`src/rtl/uart_tx_fifo_if.sv`:
```
// uart_tx_fifo_if: valid/ready word handshake into the transmitter FIFO.
interface uart_tx_fifo_if #(parameter int DATA_BITS = 8);
   logic [DATA_BITS-1:0] tx_data;
   logic                 tx_valid;
   logic                 tx_ready;
   modport master (output tx_data, tx_valid, input tx_ready);
   modport slave  (input tx_data, tx_valid, output tx_ready);
endinterface

```
`src/rtl/uart_tx_fifo.sv`:
```
// uart_tx_fifo: FIFO-buffered UART transmitter with configurable framing and line break.
module uart_tx_fifo #(
   parameter int CLOCK_FREQ = 100000000,
   parameter int BAUD       = 9600,
   parameter int DATA_BITS  = 8,
   parameter int PARITY     = 0,
   parameter int STOP_BITS  = 1,
   parameter int DEPTH      = 4
) (
   input  logic                   clk100,
   input  logic                   reset_n,
   uart_tx_fifo_if.slave          bus,
   input  logic                   send_break,
   output logic                   tx,
   output logic                   busy,
   output logic [$clog2(DEPTH):0] fifo_count
);
   localparam int DIV   = (CLOCK_FREQ + BAUD / 2) / BAUD;
   localparam int DW    = $clog2(DIV);
   localparam int AW    = $clog2(DEPTH);
   localparam int FRAME = 1 + DATA_BITS + (PARITY != 0 ? 1 : 0) + STOP_BITS;
   localparam logic [DW-1:0] DIV_LAST = DW'(DIV - 1);
   localparam logic [3:0] D_LAST = 4'(DATA_BITS - 1);
   localparam logic [3:0] S_LAST = 4'(STOP_BITS - 1);
   localparam logic [3:0] B_LAST = 4'(FRAME - 1);
   localparam logic [2:0] IDLE = 3'd0, START = 3'd1, DATA = 3'd2, PAR = 3'd3, STOP = 3'd4, BREAK = 3'd5;

   logic [1:0]           rst_q, rst_d;
   logic                 arst_n;
   logic [2:0]           state_q, state_d;
   logic [DW-1:0]        div_q, div_d;
   logic [3:0]           cnt_q, cnt_d;
   logic [DATA_BITS-1:0] sh_q, sh_d, head;
   logic                 par_q, par_d, tx_q, tx_d, busy_q, busy_d;
   logic [AW-1:0]        wp_q, wp_d, rp_q, rp_d;
   logic [AW:0]          count_q, count_d;
   logic [DATA_BITS-1:0] mem_q [DEPTH];
   logic                 wr, pop, tick, go, empty;

   assign rst_d         = {rst_q[0], 1'b1};
   assign arst_n        = rst_q[1];
   assign bus.tx_ready  = count_q != (AW + 1)'(DEPTH);
   assign wr            = bus.tx_valid && bus.tx_ready;
   assign empty         = count_q == '0;
   assign tick          = div_q == '0;
   assign head          = mem_q[rp_q];
   assign tx            = tx_q;
   assign busy          = busy_q;
   assign fifo_count    = count_q;

   always_comb begin
      state_d = state_q;
      cnt_d   = cnt_q;
      sh_d    = sh_q;
      par_d   = par_q;
      go      = 1'b0;
      div_d   = (tick || state_q == IDLE) ? DIV_LAST : div_q - 1'b1;
      unique case (state_q)
         IDLE:  go = 1'b1;
         START: if (tick) begin
            state_d = DATA;
            cnt_d   = '0;
         end
         DATA:  if (tick) begin
            cnt_d = cnt_q + 1'b1;
            sh_d  = sh_q >> 1;
            if (cnt_q == D_LAST) begin
               state_d = PARITY != 0 ? PAR : STOP;
               cnt_d   = '0;
            end
         end
         PAR:   if (tick) state_d = STOP;
         STOP:  if (tick) begin
            cnt_d = cnt_q + 1'b1;
            go    = cnt_q == S_LAST;
         end
         BREAK: if (tick) begin
            // Line stays low for at least one frame, then one stop bit via STOP
            if (cnt_q != B_LAST) cnt_d = cnt_q + 1'b1;
            else if (!send_break) begin
               state_d = STOP;
               cnt_d   = S_LAST;
            end
         end
         default: state_d = IDLE;
      endcase
      pop = go && !send_break && !empty;
      if (go) begin
         state_d = send_break ? BREAK : (empty ? IDLE : START);
         cnt_d   = '0;
      end
      if (pop) begin
         sh_d  = head;
         par_d = (^head) ^ (PARITY == 1);
      end
      wp_d    = wp_q + AW'(wr);
      rp_d    = rp_q + AW'(pop);
      count_d = count_q + (AW + 1)'(wr) - (AW + 1)'(pop);
      tx_d    = (state_d == START || state_d == BREAK) ? 1'b0 :
                state_d == DATA ? sh_d[0] : state_d == PAR ? par_d : 1'b1;
      busy_d  = state_d != IDLE || count_d != '0;
   end

   always_ff @(posedge clk100 or negedge reset_n)
      if (!reset_n) rst_q <= 2'b00;
      else rst_q <= rst_d;

   always_ff @(posedge clk100 or negedge arst_n)
      if (!arst_n) begin
         state_q <= IDLE;
         div_q   <= '0;
         cnt_q   <= '0;
         sh_q    <= '0;
         par_q   <= 1'b0;
         tx_q    <= 1'b1;
         busy_q  <= 1'b0;
         wp_q    <= '0;
         rp_q    <= '0;
         count_q <= '0;
      end else begin
         state_q <= state_d;
         div_q   <= div_d;
         cnt_q   <= cnt_d;
         sh_q    <= sh_d;
         par_q   <= par_d;
         tx_q    <= tx_d;
         busy_q  <= busy_d;
         wp_q    <= wp_d;
         rp_q    <= rp_d;
         count_q <= count_d;
      end

   always_ff @(posedge clk100)
      if (wr) mem_q[wp_q] <= bus.tx_data;
endmodule

```
`src/flat_wrapper.sv`:
```
// flat-port wrapper written by rule: the top's interface ports become plain ports
module uart_tx_fifo_flat 
#(
   parameter int CLOCK_FREQ = 100000000,
   parameter int BAUD       = 9600,
   parameter int DATA_BITS  = 8,
   parameter int PARITY     = 0,
   parameter int STOP_BITS  = 1,
   parameter int DEPTH      = 4
)
  (clk100, reset_n, send_break, tx, busy, fifo_count, bus_tx_data, bus_tx_valid, bus_tx_ready);
  uart_tx_fifo_if #(.DATA_BITS(DATA_BITS)) bus_i ();
  input  logic clk100;
  input  logic reset_n;
  input  logic send_break;
  output logic tx;
  output logic busy;
  output logic [$clog2(DEPTH):0] fifo_count;
  input wire logic [$bits(bus_i.tx_data)-1:0] bus_tx_data;
  input wire logic [$bits(bus_i.tx_valid)-1:0] bus_tx_valid;
  output wire logic [$bits(bus_i.tx_ready)-1:0] bus_tx_ready;
  assign bus_i.tx_data = bus_tx_data;
  assign bus_i.tx_valid = bus_tx_valid;
  assign bus_tx_ready = bus_i.tx_ready;
  uart_tx_fifo #(.CLOCK_FREQ(CLOCK_FREQ), .BAUD(BAUD), .DATA_BITS(DATA_BITS), .PARITY(PARITY), .STOP_BITS(STOP_BITS), .DEPTH(DEPTH)) u_core (.clk100(clk100), .reset_n(reset_n), .bus(bus_i), .send_break(send_break), .tx(tx), .busy(busy), .fifo_count(fifo_count));
endmodule
```
`config.mk`:
```
export PLATFORM = sky130hd
export DESIGN_NAME = uart_tx_fifo_flat
export DESIGN_NICKNAME = d
export VERILOG_FILES = /design/src/rtl/uart_tx_fifo_if.sv /design/src/rtl/uart_tx_fifo.sv /design/src/flat_wrapper.sv
export SDC_FILE = /design/constraint.sdc
export NUM_CORES = 1
export LEC_CHECK = 0
export ABC_CLOCK_PERIOD_IN_PS = 3300
export CAP_MARGIN = 20
export CORE_MARGIN = 2
export CORE_UTILIZATION = 30
export DETAILED_ROUTE_END_ITERATION = 10
export GPL_TIMING_DRIVEN = 0
export SETUP_SLACK_MARGIN = 0.15
export SLEW_MARGIN = 15
export SYNTH_ARGS = -nofsm -noshare
export SYNTH_HDL_FRONTEND = slang
export SYNTH_SLANG_ARGS = --single-unit
```
`constraint.sdc`:
```
create_clock -name clk100 -period 3.3 [get_ports clk100]
set_clock_uncertainty 0.2 [all_clocks]
set_input_delay 0.33 -clock clk100 [delete_from_list [all_inputs] [get_ports clk100]]
set_output_delay 0.33 -clock clk100 [all_outputs]
set_load 0.1 [all_outputs]
```
==> results of run 1 <==
worst paths after layout:
path | end | start | slack [ns] | cells past startpoint
setup / recovery | u_core.busy | u_core.div_q[8] | -0.31 | 10
hold / removal | u_core.state_q[2] | u_core.rst_q[1] | 0.02 | 0
setup reg to reg | u_core.busy | u_core.div_q[8] | -0.31 | 10
hold reg to reg | u_core.state_q[2] | u_core.rst_q[1] | 0.02 | 0
max in group asynchronous | u_core.rst_q[1] | reset_n | 2.28 | 2
min in group clk100 | u_core.rst_q[1] | u_core.rst_q[0] | 0.16 | 0
power breakdown:
group	switching (mW)	total, mW	internal (mW)
clock network	0.354	0.787	0.433
logic	0.850	1.49	0.635
registers	0.191	1.43	1.24
total	1.39	3.70	2.31
routing by layer:
| layer | track usage (%) | wire (um) | vias up | share of wire, % |
|---|---|---|---|---|
| met1 | 13.76 | 2531 | 1028 | 44 |
| met2 | 17.79 | 2882 | 27 | 51 |
| li1 | - | - | 1005 | - |
| met4 | 3.571 | 66 | 0 | 1.2 |
| met3 | 4.124 | 207 | 5 | 3.6 |
| met5 | 0 | 0 | - | 0 |
Yosys cell counts, drive strengths merged (4+ instances only):
cell    instances
nor2           29
mux2i           7
nand3           6
clkbuf          4
ha              6
nand2          14
edfxtp         32
or4             5
a21oi          14
dfrtp          40
xnor2          16
o21ai          10
inv            13
xor2            6
mux4            8
buf             4
nor3            6
cells in the final DEF (no fill, tap or decap), types with 4 or more instances in the layout:
cell / n
nand2_1: 14
edfxtp_1: 32
xnor2_1: 16
buf_4: 7
dfrtp_1: 36
clkbuf_8: 9
xor2_1: 6
a21oi_1: 14
clkdlybuf4s50_1: 17
mux4_2: 8
clkbuf_1: 4
ha_1: 4
o21ai_0: 8
inv_1: 11
mux2i_1: 7
nor3_1: 5
nand3_1: 5
nor2_1: 28
dfrtp_2: 4
logic make-up after synthesis:
logic type | share of synthesized area [%]
simple gates | 12.65
flops | 60.17
mux | 7.914
buf+inv | 2.726
compound gates | 7.725
xor+xnor | 5.831
fa+ha+maj | 2.878
other cells | 0.1135
flip-flops by register name, indices dropped and copies added, names as in the netlist:
| register | count |
|---|---|
| u_core.mem_q | 32 |
| u_core.sh_q | 8 |
| u_core.wp_q | 2 |
| u_core.cnt_q | 4 |
| u_core.div_q | 14 |
| u_core.fifo_count | 3 |
| u_core.state_q | 3 |
| u_core.tx | 1 |
| u_core.rp_q | 2 |
| u_core.busy | 1 |
| u_core.par_q | 1 |
| u_core.rst_q | 2 |
cell type report:
| cell class | instances | area (um2) | share of cell area (%) |
|---|---|---|---|
| flip-flops and latches | 73 | 1993 | 49.38 |
| inverters | 13 | 48.80 | 1.209 |
| clock inverters | 7 | 102.6 | 2.542 |
| clock buffers | 9 | 123.9 | 3.069 |
| multi-input cells | 164 | 1291 | 31.99 |
| well taps | 140 | 175.2 | 4.340 |
| plain buffers | 8 | 41.29 | 1.023 |
| repair buffers | 26 | 260.3 | 6.448 |
timing repair:
item                                    in CTS  in global routing
gates cloned                                 0                  0
hold endpoints to repair                     2                  0
endpoints found under the setup margin       3                  1
hold buffers                                 1                  0
pin swaps                                    4                  4
gates resized for setup                      4                  6
setup buffers                                6                  1
==> summary.txt, run 1 <==
Synth
  – Synth area leaders: dfrtp_1 30%, edfxtp_1 29%, mux4_2 5.5%
  – Syn_nets: 277
  – Sequential share of the synthesized area: 60.17%
  – Fraction of registers with async set/reset: 56.16%
  – Most common flop cell mapped by yosys: dfrtp_1
  – Synth Register Bits: 73
  – Synthesized area per cell: 12.81 um2
  – Number of synthesized flops with an enable pin: 32
  – Ys Warns: 0
  – Leading area contributor after synthesis: dfrtp_1
  – Distinct cell type count after synthesis: 55
  – Cell count after synthesis: 258
  – Share of the synthesized area in the top cell type: 30.29%
  – Post-Syn Area: 3304 um2

Worst setup path
  – Crit-path cells: nor4_4, nand4_4, o21a_1, or4_4, nand2b_4, o21ai_2, ha_2, fa_1, or4_1, or3_1
  – WP buf/inv: 0
  – Critical path class: reg2reg
  – Worst setup SP type: flip-flop
  – Crit path largest cell delay: 0.51 ns
  – Critical path peak fanout: 4
  – Arrival @ worst endpoint: 3.64 ns
  – Crit path max-delay cell type: or4_1
  – Delay-heaviest family, CP: simple AND/OR/NAND/NOR gates
  – Worst Path Required: 3.33 ns
  – Worst setup EP type: flip-flop

Placed design
  – DP Worst Slack: -0.6947 ns
  – I/O Buffers: 17
  – Cell Area, Placed: 3720 um2
  – HPWL Detailed: 3972 um
  – Placer Congestion: 0.7816
  – Inst Count DP: 416

Route
  – Post-DR vias/cell: 4.693
  – Routed wire length per instance: 12.93 um
  – Vias: 2065
  – DRT antenna net count: 0
  – Initial DRC count: 65
  – Drt pass-1 iters: 4
  – Residual DRC count: 0
  – Final WL: 5688 um

STA
  – Worst Slack Setup Final: -0.3093 ns
  – Relative slew slack: 35.55%
  – Fin. Hold Viols: 0
  – Setup_tns: -0.3093 ns
  – Hold slack final: 0.01557 ns
  – Worst-Margin Slew: 0.9637 ns
  – Fmax achieved: 277.1 MHz
  – # setup viols final: 1
  – Tmin final: 3.609 ns
  – RSZ-0062 raised after global routing: true
  – Slew Limit Fails: 0
  – Final worst path period share: 109.4%

Min path
  – Min-delay worst type: reg2async

Power and ir drop
  – LEAKAGE: 1.483 nW
  – Total power: 3.705 mW
  – Power per cell area: 917.9 nW/um2
  – Max VDD drop: 0.4588 mV

Global route
  – Total GRT Usage: 11.05%
  – Vias in the first global route: 2065
  – Initial antenna violation count: 0
  – Largest net degree at the start of global routing: 22
  – Total gr overflow: 0
  – First-pass GRT wire length: 9977 um

Floorplan
  – Die area: 11870 um2
  – Chip width: 109.0 um
  – Row cnt: 38
  – Boundary pin count: 18
  – Die Ht: 109.0 um
  – Starting Density: 30.62%
  – Placeable core area: 10790 um2

Final layout
  – Finished Core Util: 37.40%
  – Layout cell share with drive strength beyond 1: 20.67%
  – Final instance area: 4036 um2
  – Fillers: 1020
  – Final non-filler cell total: 440
  – ANT cells: 0
  – Area grow syn2layout: 22.15%
  – # nets final: 314

Outcome
  – Status: complete, but fails checks
  – Violated checks: setup timing

CTS
  – CTS Buf Count: 9
  – Clk slew on worst S/H paths: 0.08 ns
  – Clk buf depth: 2
  – Clock Latency Late Sink: 0.35 ns
  – Clock root buffer: clkbuf_8
  – CTS tree: done
  – Clk sinks: 73
  – Htree depth: 3

Run
  – Max Cap Violations: 0
Note: power is estimated with default switching activity, not from simulation.
==> run 2, diff against run 1 <==
CORE_ASPECT_RATIO = 0.75   (was not set)
CTS_BUF_LIST = sky130_fd_sc_hd__clkbuf_16   (was not set)
==> run 2 against run 1 <==
The flow still finishes with violations (setup timing). Die area barely moved. Via count decreased by 1.2%. Clock-buffer cell count is the same. Combinational power up 5%. Register-to-register slack worse by 0.07 ns. Total power rose by 6.9%. Fmax is 1.9% lower. Non-clock buffer count is 5 higher. Sequential share of layout area is 1.4 points lower. Core utilization rose by 0.95 points. Critical path depth grew 2. Critical path type unchanged. Largest cell class unchanged.
==> summary.txt, run 2 (synthesized netlist as in run 1, its figures left out) <==
Placed design
  – I/O Buffers: 17
  – DP Worst Slack: -0.7841 ns
  – Placer Congestion: 0.8785
  – HPWL Detailed: 4168 um
  – Cell Area, Placed: 3712 um2

Final layout
  – ANT cells: 0
  – Fillers: 1057
  – Layout cell share with drive strength beyond 1: 20.98%
  – Largest registers: u_core.mem_q (32), u_core.div_q (14), u_core.sh_q (8)
  – Area grow syn2layout: 25.56%
  – Leading cell type in the layout, fill and taps excluded: dfrtp_1
  – Final instance area: 4149 um2
  – Biggest register: u_core.mem_q
  – Max reg flops: 32
  – Most frequent cells in the layout: 38 x dfrtp_1, 32 x edfxtp_1, 28 x nor2_1
  – # nets final: 319

STA
  – Tmin final: 3.678 ns
  – RSZ-0062 raised after global routing: true
  – Worst-Margin Slew: 0.9864 ns
  – Setup_tns: -0.3783 ns
  – Final worst path period share: 111.5%
  – Worst Slack Setup Final: -0.3783 ns
  – Hold slack final: 0.03219 ns
  – Fin. Hold Viols: 0
  – Slew Limit Fails: 0
  – Fmax achieved: 271.9 MHz
  – # setup viols final: 1
  – Relative slew slack: 34.03%

Power and ir drop
  – Total power: 3.962 mW
  – Max VDD drop: 0.5992 mV
  – LEAKAGE: 1.544 nW
  – Power per cell area: 954.8 nW/um2

Min path
  – Min-delay worst type: reg2async

Floorplan
  – Starting Density: 30.55%
  – Chip width: 125.2 um
  – Row cnt: 33
  – Placeable core area: 10820 um2
  – Die area: 11880 um2
  – Die Ht: 94.89 um
  – Boundary pin count: 18

Worst setup path
  – Critical path peak fanout: 2
  – Critical path class: reg2reg
  – Worst setup EP type: flip-flop
  – Setup slack, reg-to-reg: -0.38 ns
  – R2r startpoint: u_core.div_q[1]
  – Arrival @ worst endpoint: 3.68 ns
  – Worst Path Required: 3.30 ns
  – Worst flop-to-flop path endpoint: u_core.busy
  – Worst setup SP type: flip-flop
  – R2R depth: 12

CTS
  – Clock root buffer: clkbuf_16
  – CTS Buf Count: 9
  – Htree depth: 3
  – Clk slew on worst S/H paths: 0.06 ns
  – Clk buf depth: 2
  – Clk sinks: 73
  – CTS tree: done
  – Clock Latency Late Sink: 0.32 ns

Global route
  – First-pass GRT wire length: 10160 um
  – Total GRT Usage: 10.90%
  – Total gr overflow: 0
  – Vias in the first global route: 2080
  – Largest net degree at the start of global routing: 28
  – Initial antenna violation count: 0

Route
  – Routed wire length per instance: 13.29 um
  – DRT antenna net count: 0
  – Drt pass-1 iters: 4
  – Initial DRC count: 100
  – Post-DR vias/cell: 4.584
  – Final WL: 5912 um
  – Residual DRC count: 0
  – Vias: 2040

Outcome
  – Status: complete, but fails checks
  – Violated checks: setup timing

Run
  – Max Cap Violations: 0
## run 2: cell types whose count changed in the layout (fill, tap and decap cells not counted), sizes merged
cell / before / now
dlygate4sd3: 1 / 2
clkinvlp: 1 / 2
buf: 12 / 16
bufinv: 2 / 1
## run 2: layout make-up
class                      count  area [um2]  share of cell area, %
buffer                         8       41.29                 0.9952
clock buffer                   9       225.2                  5.428
clock inverter                 7       76.32                  1.840
inverter                      13       48.80                  1.176
multi-input combinational    164        1295                  31.21
sequential                    73        1991                  47.98
tap                          140       175.2                  4.222
timing repair buffer          31       296.5                  7.147
## run 2: routing by layer
layer  global-route usage, %  up-vias  share of wire, %
met5                       0        -                 0
met4                   4.815        0               1.3
met3                   2.266        5               3.0
met2                   15.99       35                44
met1                   15.62      978                51
li1                        -     1022                 -
## run 2: how the worst max path moves through the flow
stage / startpoint / end / slack (ns) / cells past startpoint
2_1_floorplan: u_core.div_q[0] / u_core.busy / -0.45 / 12
3_3_place_gp: u_core.div_q[0] / u_core.busy / -0.77 / 12
3_5_place_dp: u_core.div_q[0] / u_core.busy / -0.78 / 12
4_1_cts: u_core.div_q[1] / u_core.busy / -0.42 / 12
5_1_grt: u_core.div_q[1] / u_core.busy / -0.51 / 12
6_report: u_core.div_q[1] / u_core.busy / -0.38 / 12
## run 2: report_power, final
part / leakage, nW / total (mW) / internal [mW] / switching [mW]
combinational: 0.632 / 1.56 / 0.681 / 0.879
clock: 0.142 / 0.967 / 0.590 / 0.377
sequential: 0.769 / 1.43 / 1.24 / 0.192
total: 1.54 / 3.96 / 2.51 / 1.45
## run 2: through the flow
stage	cells	utilization, %
global placement	415	34.07
detailed placement	416	34.32
CTS	443	38.09
global route	445	38.35
floorplan	258	-
finish	445	38.35
## run 2: worst max-delay path, stage by stage, from the launching register on
cell      delay (ns)
dfrtp_1         0.39
inv_2           0.08
ha_4            0.13
nor3b_4         0.23
nand4_4         0.12
o21a_1          0.21
or4_4           0.49
nand2b_4        0.17
o21ai_2         0.06
ha_2            0.18
fa_1            0.42
or4_4           0.55
or3_1           0.33
## run 2: what timing repair did
item                       CTS  global route
hold buffers                 2             0
hold endpoints to repair    14             0
gates resized for setup      6             3
pin swaps                    7             4
setup endpoints to repair    3             1
buffers inserted             9             2
